### src/rtl/hazard_unit.sv
// Pipeline hazard controller: load-use stall, branch flush and E-stage operand forwarding.
// Tracks its own shadow copy of the E/M/W register fields so no later-stage taps are needed.
module hazard_unit #(
    parameter int REG_ADDR_WIDTH = 5,
    parameter int CNT_WIDTH      = 16
) (
    input  logic                      clk,
    input  logic                      rst,
    input  logic [REG_ADDR_WIDTH-1:0] rs1D_i,
    input  logic [REG_ADDR_WIDTH-1:0] rs2D_i,
    input  logic [REG_ADDR_WIDTH-1:0] rdD_i,
    input  logic                      useRs1D_i,
    input  logic                      useRs2D_i,
    input  logic                      regWriteD_i,
    input  logic                      resultSrcD_i,
    input  logic                      pcSrcE_i,
    output logic                      stallF_o,
    output logic                      stallD_o,
    output logic                      flushD_o,
    output logic                      flushE_o,
    output logic [1:0]                forwardAE_o,
    output logic [1:0]                forwardBE_o,
    output logic [CNT_WIDTH-1:0]      stallCount_o,
    output logic [CNT_WIDTH-1:0]      flushCount_o
);

    localparam logic [REG_ADDR_WIDTH-1:0] X0 = '0;

    logic [REG_ADDR_WIDTH-1:0] rs1_e, rs2_e, rd_e, rd_m, rd_w;
    logic                      reg_write_e, load_e, reg_write_m, reg_write_w;
    logic                      rs1_hit, rs2_hit, lw_stall, flush_e;
    logic [1:0]                fwd_a, fwd_b;
    logic [CNT_WIDTH-1:0]      stall_count, flush_count;

    assign rs1_hit  = useRs1D_i && (rs1D_i == rd_e);
    assign rs2_hit  = useRs2D_i && (rs2D_i == rd_e);
    // A taken branch makes the decode instruction wrong-path, so it never needs to wait.
    assign lw_stall = load_e && reg_write_e && (rd_e != X0) && (rs1_hit || rs2_hit) && !pcSrcE_i;
    assign flush_e  = lw_stall || pcSrcE_i;

    always_comb begin
        fwd_a = 2'b00;
        if (reg_write_m && (rd_m != X0) && (rd_m == rs1_e))
            fwd_a = 2'b10;
        else if (reg_write_w && (rd_w != X0) && (rd_w == rs1_e))
            fwd_a = 2'b01;
    end

    always_comb begin
        fwd_b = 2'b00;
        if (reg_write_m && (rd_m != X0) && (rd_m == rs2_e))
            fwd_b = 2'b10;
        else if (reg_write_w && (rd_w != X0) && (rd_w == rs2_e))
            fwd_b = 2'b01;
    end

    // Control outputs are held quiet for the whole reset cycle regardless of inputs.
    assign stallF_o     = !rst && lw_stall;
    assign stallD_o     = !rst && lw_stall;
    assign flushD_o     = !rst && pcSrcE_i;
    assign flushE_o     = !rst && flush_e;
    assign forwardAE_o  = rst ? 2'b00 : fwd_a;
    assign forwardBE_o  = rst ? 2'b00 : fwd_b;
    assign stallCount_o = stall_count;
    assign flushCount_o = flush_count;

    always_ff @(posedge clk) begin
        if (rst) begin
            rs1_e       <= '0;
            rs2_e       <= '0;
            rd_e        <= '0;
            reg_write_e <= 1'b0;
            load_e      <= 1'b0;
            rd_m        <= '0;
            reg_write_m <= 1'b0;
            rd_w        <= '0;
            reg_write_w <= 1'b0;
        end else begin
            if (flush_e) begin
                rs1_e       <= '0;
                rs2_e       <= '0;
                rd_e        <= '0;
                reg_write_e <= 1'b0;
                load_e      <= 1'b0;
            end else begin
                // Unused sources are zeroed so they can never match a producer later.
                rs1_e       <= useRs1D_i ? rs1D_i : X0;
                rs2_e       <= useRs2D_i ? rs2D_i : X0;
                rd_e        <= rdD_i;
                reg_write_e <= regWriteD_i;
                load_e      <= resultSrcD_i;
            end
            rd_m        <= rd_e;
            reg_write_m <= reg_write_e;
            rd_w        <= rd_m;
            reg_write_w <= reg_write_m;
        end
    end

    always_ff @(posedge clk) begin
        if (rst) begin
            stall_count <= '0;
            flush_count <= '0;
        end else begin
            if (lw_stall && (stall_count != '1))
                stall_count <= stall_count + CNT_WIDTH'(1);
            if (pcSrcE_i && (flush_count != '1))
                flush_count <= flush_count + CNT_WIDTH'(1);
        end
    end

endmodule

### config.mk
export PLATFORM = sky130hd
export DESIGN_NAME = hazard_unit
export DESIGN_NICKNAME = d
export VERILOG_FILES = /design/src/rtl/hazard_unit.sv
export SDC_FILE = /design/constraint.sdc
export NUM_CORES = 1
export LEC_CHECK = 0
export CAP_MARGIN = 10
export CORE_ASPECT_RATIO = 0.7
export CORE_MARGIN = 5
export CORE_UTILIZATION = 30
export CTS_CLUSTER_DIAMETER = 150
export CTS_CLUSTER_SIZE = 20
export DETAILED_ROUTE_END_ITERATION = 8
export GPL_TIMING_DRIVEN = 0
export SYNTH_ARGS = -nofsm -noshare
export SYNTH_HDL_FRONTEND = slang
export SYNTH_SLANG_ARGS = --single-unit
### constraint.sdc
create_clock -name clk -period 3 [get_ports clk]
set_input_delay 0.6 -clock clk [delete_from_list [all_inputs] [get_ports clk]]
set_output_delay 0.6 -clock clk [all_outputs]
set_load 0.1 [all_outputs]
==> run_results.csv <==
group,metric,value,unit
timing,fin_skew,0.004797,ns
drt,drc,0,
floorplanning,pin_count,62,
cells_and_area,antennaDiodeCount,0,
global_routing,grt-ovfl-total,0,
pwr,p_clk_frac,0.496,
synthesis,seq_area_frac_synth,0.4232,
drt,via_count,2573,
critical_path,reg2regPathDepth,7,
synthesis,yosys.area.top_type_share,0.4232,
drt,viasPerCell,4.967,
synthesis,post_synth_num_cell_types,40,
pwr,internal-power,1.519,mW
synthesis,synth_nets,336,
drt,first_pass_iters,4,
critical_path,arrival,2.32,ns
timing,hold_viol,0,
critical_path,r2r-end,"rs2_e[0]$_SDFF_PP0_",
status,status,"complete, no violations",
timing,fin_crit_sh,0.9718,
clock_tree,cts_buffers,9,
pwr,power_leakage,1.557,nW
timing,final-max-slew-violation-count,0,
clock_tree,clock_sinks,61,
floorplanning,die_w,127.2,µm
hold_path,whs_path_depth,1,
global_routing,grt_first_pass_wirelength,12770,µm
cells_and_area,final_common_cell,"dfxtp_1",
global_routing,grt_max_degree,11,
pwr,pwr-share-seq,0.426,
placement,place_congestion,0.8670,
timing,fmax,0.3430,GHz
synthesis,synth-main-ff-cell,"dfxtp_1",
critical_path,endpoint,"stallD_o",
critical_path,r2r_setup_slack,0.84,ns
pwr,combPwrFrac,0.078,
hold_path,hold_class,"reg2reg",
timing,grt_setup_unrepaired,"no",
placement,port_buffers,61,
global_routing,grt.total_usage,0.1378,
timing,fin_crit,2.915,ns
cells_and_area,area_delta_synth_final,41.15,%
timing,tns,0,ns
floorplanning,die_area,11710,µm²
clock_tree,cts-hold-fix-buffers,0,
critical_path,crit_type,"in2out",
cells_and_area,final_cell_mix,"dfxtp_1, clkdlybuf4s50_1, xor2_1, nor2_1",
floorplanning,core,9534,µm²
global_routing,first_global_vias,2562,
clock_tree,cts_root_buffer,"clkbuf_16",
synthesis,synth_top_cell_by_area,"dfxtp_1",
global_routing,antenna_found_initial,0,
placement,dp_hpwl,5734,µm
cells_and_area,final_core_util,0.4272,
synthesis,ys.warnings.count,0,
pwr,peakVddDrop,0.0002371,V
cells_and_area,fillers,959,
drt,ant_nets,0,
timing,finalSetupViolCount,0,
timing,slew_headroom,0.3418,
synthesis,yosys-top-cells-area,"dfxtp_1, xor2_1, xnor2_1, and3_1, nor2b_1",
clock_tree,clock_latency,0.33,ns
flow_run,cap_violations,0,
critical_path,r2r-start,"rd_e[1]$_SDFF_PP0_",
synthesis,synth-seq-cells,61,
cells_and_area,nNetsFinal,410,
floorplanning,fp.dieH,92.05,µm
critical_path,startpoint,"rs1D_i[1]",
drt,wl_per_cell,14.80,µm
drt,wirelength,7665,µm
timing,worst_pin_slew,0.9842,ns
critical_path,end_kind,"output port",
synthesis,synth_area_per_cell,9.248,µm²
clock_tree,path_clk_slew,0.05,ns
synthesis,synth_enable_flop_cells,0,
floorplanning,start_util,0.3026,
floorplanning,row_count,30,
drt,drt-initial-drc-count,142,
clock_tree,h-tree-depth,3,
critical_path,path_max_fanout,3,
cells_and_area,drive_gt1_frac,0.1359,
synthesis,synthArstFlopShare,0,
critical_path,cp.required,2.40,ns
pwr,power_density,486.2,nW/µm²
critical_path,cp-start-kind,"input pin",
pwr,switching_power,0.4611,mW
synthesis,syn_area,2885,µm²
pwr,swShare,0.2329,
synthesis,synthCells,312,
clock_tree,cts_tree,"built",
clock_tree,clk_path_buf_depth,2,
repair_timing:
item / 4_1_cts / 5_1_grt
setup endpoints to repair: 8 / 8
pin swaps: 5 / 4
setup buffers: 3 / 0
resized for setup: 77 / 12
flip-flops by register name, indices dropped and copies added, names as in the netlist:
name	cells
rd_w	5
reg_write_m	1
rs2_e	5
reg_write_w	1
rs1_e	5
flushCount_o	16
rd_m	5
rd_e	5
load_e	1
stallCount_o	16
reg_write_e	1
critical path, stage by stage:
cell and delay, ns:
clkdlybuf4s15_1 0.19, xor2_1 0.16, nor4_2 0.35, a32oi_4 0.19, or2_4 0.28, nor3_4 0.24, buf_6 0.14, buf_12 0.16
synth_stat cells, drive strengths merged (3+ instances only):
cell,instances
inv,3
xor2,30
o211ai,7
and2,14
nor4,8
nand3,8
buf,6
nor2,23
mux2,4
o31ai,11
and3,18
clkbuf,8
nor3,5
xnor2,13
o2111ai,5
a21oi,11
nand2,12
or4,15
nand4,8
and4,4
o21ai,4
nor2b,18
dfxtp,61
cell type report:
cell class                 instances  area, µm²  area share
tap                              128      160.2     0.03932
clock buffer                      10      229.0     0.05622
timing repair buffer              64      648.1      0.1591
buffer                            13      82.58     0.02028
inverter                           3      11.26    0.002765
multi-input combinational        234       1668      0.4095
clock inverter                     5      52.55     0.01290
sequential                        61       1221      0.2998
metal layers:
metal	vias to the layer above	wire (µm)	track usage
met5	-	0	0
li1	1279	-	-
met3	10	495	0.05239
met2	75	3441	0.2051
met4	0	97	0.04464
met1	1209	3631	0.1834
kinds of logic (layout without fill, tap and decap cells):
| group | Yosys count | count (layout) | synth area share |
|---|---|---|---|
| AOI/OAI and AO/OA | 45 | 45 | 0.1110 |
| xor gates and xnor gates | 43 | 43 | 0.1305 |
| adders and majority gates | 2 | 2 | 0.008672 |
| buffers and inverters | 17 | 95 | 0.02775 |
| DFF | 61 | 61 | 0.4232 |
| muxes | 6 | 6 | 0.02255 |
| and+or+nand+nor | 138 | 138 | 0.2762 |
worst min-delay path by stage:
| stage | startpoint | end | slack (ns) |
|---|---|---|---|
| floorplan | reg_write_m$_SDFF_PP0_ | reg_write_w$_SDFF_PP0_ | 0.43 |
| global placement | reg_write_m$_SDFF_PP0_ | reg_write_w$_SDFF_PP0_ | 0.46 |
| detailed placement | reg_write_m$_SDFF_PP0_ | reg_write_w$_SDFF_PP0_ | 0.46 |
| CTS | reg_write_m$_SDFF_PP0_ | reg_write_w$_SDFF_PP0_ | 0.47 |
| global route | reg_write_m$_SDFF_PP0_ | reg_write_w$_SDFF_PP0_ | 0.48 |
| finish | reg_write_m$_SDFF_PP0_ | reg_write_w$_SDFF_PP0_ | 0.47 |
per-stage QoR:
| step | cell area, µm² | hold WS, ns | setup WS, ns | instances | total power [mW] |
|---|---|---|---|---|---|
| after global placement | 3731 | 0.4594 | -1.447 | 501 | 1.012 |
| final | 4073 | 0.4651 | 0.08465 | 518 | 1.980 |
| after detailed placement | 3731 | 0.4551 | -1.482 | 501 | 1.014 |
| after CTS | 4071 | 0.4669 | 0.001690 | 519 | 2.011 |
| after floorplan | 2960 | 0.4312 | -0.3688 | 312 | 0.9505 |
| after global routing | 4073 | 0.4822 | 0.008215 | 518 | 2.061 |
power groups by stage:
| stage | combinational, mW | sequential [mW] | clock (mW) |
|---|---|---|---|
| floorplan | 0.0759 | 0.875 | 0 |
| global placement | 0.152 | 0.860 | 0 |
| detailed placement | 0.154 | 0.860 | 0 |
| CTS | 0.156 | 0.843 | 1.01 |
| global route | 0.167 | 0.845 | 1.05 |
| finish | 0.154 | 0.844 | 0.982 |
Note: power is estimated with default switching activity, not from simulation.
==> edit 1 (same settings) <==
Set the parameter `CNT_WIDTH` to 32 (it was 16).
--- a/src/rtl/hazard_unit.sv
+++ b/src/rtl/hazard_unit.sv
@@ -2,7 +2,7 @@
 // Tracks its own shadow copy of the E/M/W register fields so no later-stage taps are needed.
 module hazard_unit #(
     parameter int REG_ADDR_WIDTH = 5,
-    parameter int CNT_WIDTH      = 16
+    parameter int CNT_WIDTH      = 32
 ) (
     input  logic                      clk,
     input  logic                      rst,
Interface: changed (resized flushCount_o and stallCount_o); port bits go from 62 to 94. No check against the original RTL was run, so the function may have changed too.
==> edit 1 against the original RTL <==
  * Utilization shrank 1.2 points
  * Sequential cell count grew 32
  * Area after synthesis grew 55%
  * Register-to-register slack lost 470 ps
  * Total power grew 29%
  * Sequential power grew 50%
  * Final area grew 49%
  * Synthesized cell count grew 66%
  * Worst setup slack gained 0.70 ps
  * Count of clock-buffer cells in the layout grew 1
  * Critical endpoint is now forwardAE_o[0]
  * Largest cell class unchanged
  * Wire length grew 70%
  * Via count grew 60%
==> edit 1: results (changes against the original RTL) <==
* Vias at 4126 (+60%)
* Top cells by area in the synthesized netlist: dfxtp_1 (42%), xnor2_1 (6.1%), xor2_1 (5.7%), nor2_1 (4.8%), nand2_1 (3.8%)
* Gr usage total at 14.9% (+1.1 points)
* Synth unique cells at 42 (+5.0%)
* Crit Path Max Fanout at 4 (+1)
* Rel. slew slack at 31.2% (-3.0 points)
* Largest net degree at the start of global routing at 17 (+6)
* Met1 WL at 6.66 mm (+83%)
* Total Nets Final at 653 (+59%)
* Layout cells sized above 1 at 10.1% (-3.5 points)
* Sequential fraction of the synthesis area at 41.7% (-0.59 points)
* Status: complete, no violations
* Worst-path clk slew at 70 ps (+20 ps)
* Inserted Clock Buffers at 9 (unchanged)
* Worst Clk Skew at 11.0 ps (+6.21 ps)
* Port Buffer Count at 93 (+52%)
* Syn_nets at 543 (+62%)
* GP Congestion at 0.867 (about the same)
* First-pass GRT wire length at 21.0 mm (+64%)
* Vias in the first global route at 3908 (+53%)
* Maximum vdd drop at 0.254 mV (+7.0%)
* Synth cell count leaders: dfxtp_1 (93), nor2_1 (57), nand2_1 (45), xnor2_1 (31), xor2_1 (29)
* WL met2 at 5.51 mm (+60%)
* Detailed router's first-iteration violation count at 363 (+160%)
* Routed Wire Length at 13.0 mm (+70%)
* LEAKAGE at 2.13 nW (+37%)
* HPWL Detailed at 10.1 mm (+76%)
-- edit 1: critical path, stage by stage (launching register included) --
cell	delay, ps
dfxtp_1	360
or4_1	520
o21ai_1	350
nor3_1	170
nor4_4	310
buf_6	260
-- edit 1: final cells by class --
class,instances,area (sq um),area share (%)
Multi-Input combinational cell,401,2580,42.4
Tap cell,195,244,4.01
Buffer,18,90.1,1.48
Inverter,7,26.3,0.432
Timing Repair Buffer,99,982,16.2
Clock buffer,11,253,4.16
Clock inverter,5,42.5,0.700
Sequential cell,93,1860,30.6
-- edit 1: path summary, 6_finish.rpt --
kind / to / start / cells past startpoint / slack, ps
worst max-delay path: forwardAE_o[0] / rd_m[1]$_SDFF_PP0_ / 5 / 90
worst min-delay path: reg_write_w$_SDFF_PP0_ / reg_write_m$_SDFF_PP0_ / 1 / 470
worst max register to register: stallCount_o[18]$_SDFFE_PP0P_ / stallCount_o[2]$_SDFFE_PP0P_ / 8 / 370
worst min register to register: reg_write_w$_SDFF_PP0_ / reg_write_m$_SDFF_PP0_ / 1 / 470
-- edit 1: logic make-up after synthesis --
family,Yosys count,share of synthesized area (%)
adders and majority gates,2,0.561
buffers and inverters,25,2.27
DFF,93,41.7
AOI/OAI and AO/OA,57,7.88
muxes,9,2.22
xor gates and xnor gates,60,11.8
and+or+nand+nor,273,33.5
-- edit 1: metal layers --
layer	vias to the layer above	GRT usage (%)
met5	-	0
met4	0	4.66
met3	14	3.35
met2	112	21.2
met1	1941	22.2
li1	2059	-
-- edit 1: through the flow --
| stage | total power [mW] | cell area, sq um | cells | setup WS (ps) |
|---|---|---|---|---|
| floorplan | 1.39 | 4510 | 519 | -373 |
| global placement | 1.46 | 5690 | 807 | -1400 |
| detailed placement | 1.46 | 5690 | 807 | -1410 |
| CTS | 2.57 | 6030 | 824 | -4.08 |
| global route | 2.63 | 6080 | 829 | -2.75 |
| finish | 2.55 | 6080 | 829 | 85.4 |
-- edit 1: power breakdown --
part | switching (mW) | total (mW) | internal [mW]
clock | 0.491 | 1.11 | 0.614
combinational | 0.105 | 0.174 | 0.0699
sequential | 0.0179 | 1.27 | 1.25
-- edit 1: repair_timing --
item	CTS	global route
hold buffers	0	0
pin swaps	1	5
endpoints found under the setup margin	8	4
buffers inserted	1	5
resized for setup	70	5
==> edit 2 (same flow settings) <==
Without the edit above. Make the reset (`rst`) asynchronous in 2 clocked blocks.
--- a/src/rtl/hazard_unit.sv
+++ b/src/rtl/hazard_unit.sv
@@ -64,7 +64,7 @@
     assign stallCount_o = stall_count;
     assign flushCount_o = flush_count;
 
-    always_ff @(posedge clk) begin
+    always_ff @(posedge clk or posedge rst) begin
         if (rst) begin
             rs1_e       <= '0;
             rs2_e       <= '0;
@@ -97,7 +97,7 @@
         end
     end
 
-    always_ff @(posedge clk) begin
+    always_ff @(posedge clk or posedge rst) begin
         if (rst) begin
             stall_count <= '0;
             flush_count <= '0;
Function: differs if rst is asserted again (counterexample within 4 cycles, from zero or initial values and one cycle with rst high); with rst held inactive, the same outputs for 10 cycles.
==> edit 2 against the original RTL <==
  * Synthesized cell count shrank 24%
  * Register-to-register slack lost 230 ps
  * Non-clock buffer count shrank 8
  * Final area shrank 1.5%
  * Sequential cell count is the same
  * Wire length shrank 17%
  * Largest cell class is now flip-flops and latches
  * Worst setup slack gained 4.3 ps
  * Critical endpoint is now flushE_o
  * Area after synthesis shrank 4.1%
  * Critical path depth grew 1
Power is not compared: it rests on default switching activity, and its combinational part moved more than twofold at a synthesized area within 25%.
==> edit 2: results (changes against the original RTL) <==
* Vias in the first global route at 2206 (-14%)
* Post-cts resize count at 63 (-18%)
* Hold path startpoint: reg_write_e$_DFF_PP0_
* Worst r2r src: rd_e[0]$_DFF_PP0_
* Commonest register cell after synthesis: dfrtp_1
* Reg2reg end: stallCount_o[1]$_DFFE_PP0P_
* Min cycle time layout at 2910 ps (-4.28 ps)
* Synth unique cells at 31 (-23%)
* Layout cells sized above 1 at 15.7% (+2.1 points)
* Post-synth ARST share at 100% (+100 points)
* Slowest-stage cell, CP: clkdlybuf4s50_1
* Syn_nets at 261 (-22%)
* Sequential fraction of the synthesis area at 55.2% (+13 points)
* Crit path largest cell delay at 510 ps (+160 ps)
* Worst Hold Depth at 0 (-1)
* R2R depth at 6 (-1)
* HPWL Detailed at 4.68 mm (-18%)
* # Post-CTS Setup Buffers at 5 (+2)
* Largest net degree at the start of global routing at 31 (+20)
* First-pass GRT wire length at 11.1 mm (-13%)
* CP delay by family, top: buffers and inverters
* Routed Wire Length at 6.39 mm (-17%)
* Detailed router's first-iteration violation count at 69 (-51%)
* Status: complete, no violations
* Fillers at 832 (-13%)
* R2R setup slack at 610 ps (-230 ps)
* Worst slew pin tran at 1010 ps (+24.1 ps)
* Post-place setup slack at -1880 ps (-403 ps)
* Hold Path End: reg_write_m$_DFF_PP0_
* Synth cell count leaders: dfrtp_1 (61), xnor2_1 (33), xor2_1 (25), nand3_1 (19), and3_1 (16)
* Total Nets Final at 340 (-17%)
* CP Capture Point: flushE_o
* Top cells by area in the synthesized netlist: dfrtp_1 (55%), xnor2_1 (10%), xor2_1 (7.9%), and3_1 (3.6%), nand3_1 (3.4%)
* Worst Setup SP: rs1D_i[2]
[edit 2: changes by cell type after synthesis, moves of 15 or more]
| cell | delta |
|---|---|
| xnor2_1 | +20 |
| dfxtp_1 | -61 |
| dfrtp_1 | +61 |
| nor2b_1 | -15 |
| nor2_1 | -16 |
[edit 2: layout make-up]
type	instances	area, sq um	area share (%)
Buffer	2	21.3	0.530
Clock buffer	12	256	6.39
Sequential cell	61	1530	38.0
Timing Repair Buffer	67	682	17.0
Timing Repair inverter	1	5.00	0.125
Multi-Input combinational cell	171	1340	33.4
Inverter	3	15.0	0.374
Clock inverter	2	10.0	0.249
Tap cell	124	155	3.87
[edit 2: stage by stage]
stage | cells | cell area, sq um | TNS [ps] | hold slack [ps]
2_1_floorplan | 237 | 2850 | -1250 | 348
3_3_place_gp | 422 | 3610 | -10640 | 364
3_5_place_dp | 423 | 3630 | -8980 | 371
4_1_cts | 443 | 4000 | -8.17 | 391
5_1_grt | 443 | 4010 | 0 | 393
6_report | 443 | 4010 | 0 | 397
[edit 2: per-layer routing]
| metal | up-vias | track usage (%) | share of wire [%] |
|---|---|---|---|
| met1 | 965 | 16.1 | 48 |
| met3 | 6 | 5.02 | 6.0 |
| met5 | - | 0 | 0 |
| met2 | 46 | 18.7 | 45 |
| li1 | 986 | - | - |
| met4 | 0 | 3.83 | 0.81 |
[edit 2: cell families (layout without fill, tap and decap cells)]
logic type      count (synthesis)  count (layout)  share of synthesized area (%)
mux                             4               4                           1.63
buf+inv                         5              87                          0.814
xor+xnor                       58              58                           18.4
flops                          61              61                           55.2
fa+ha+maj                       2               2                          0.904
compound gates                  6               6                           1.63
simple gates                  101             101                           21.5
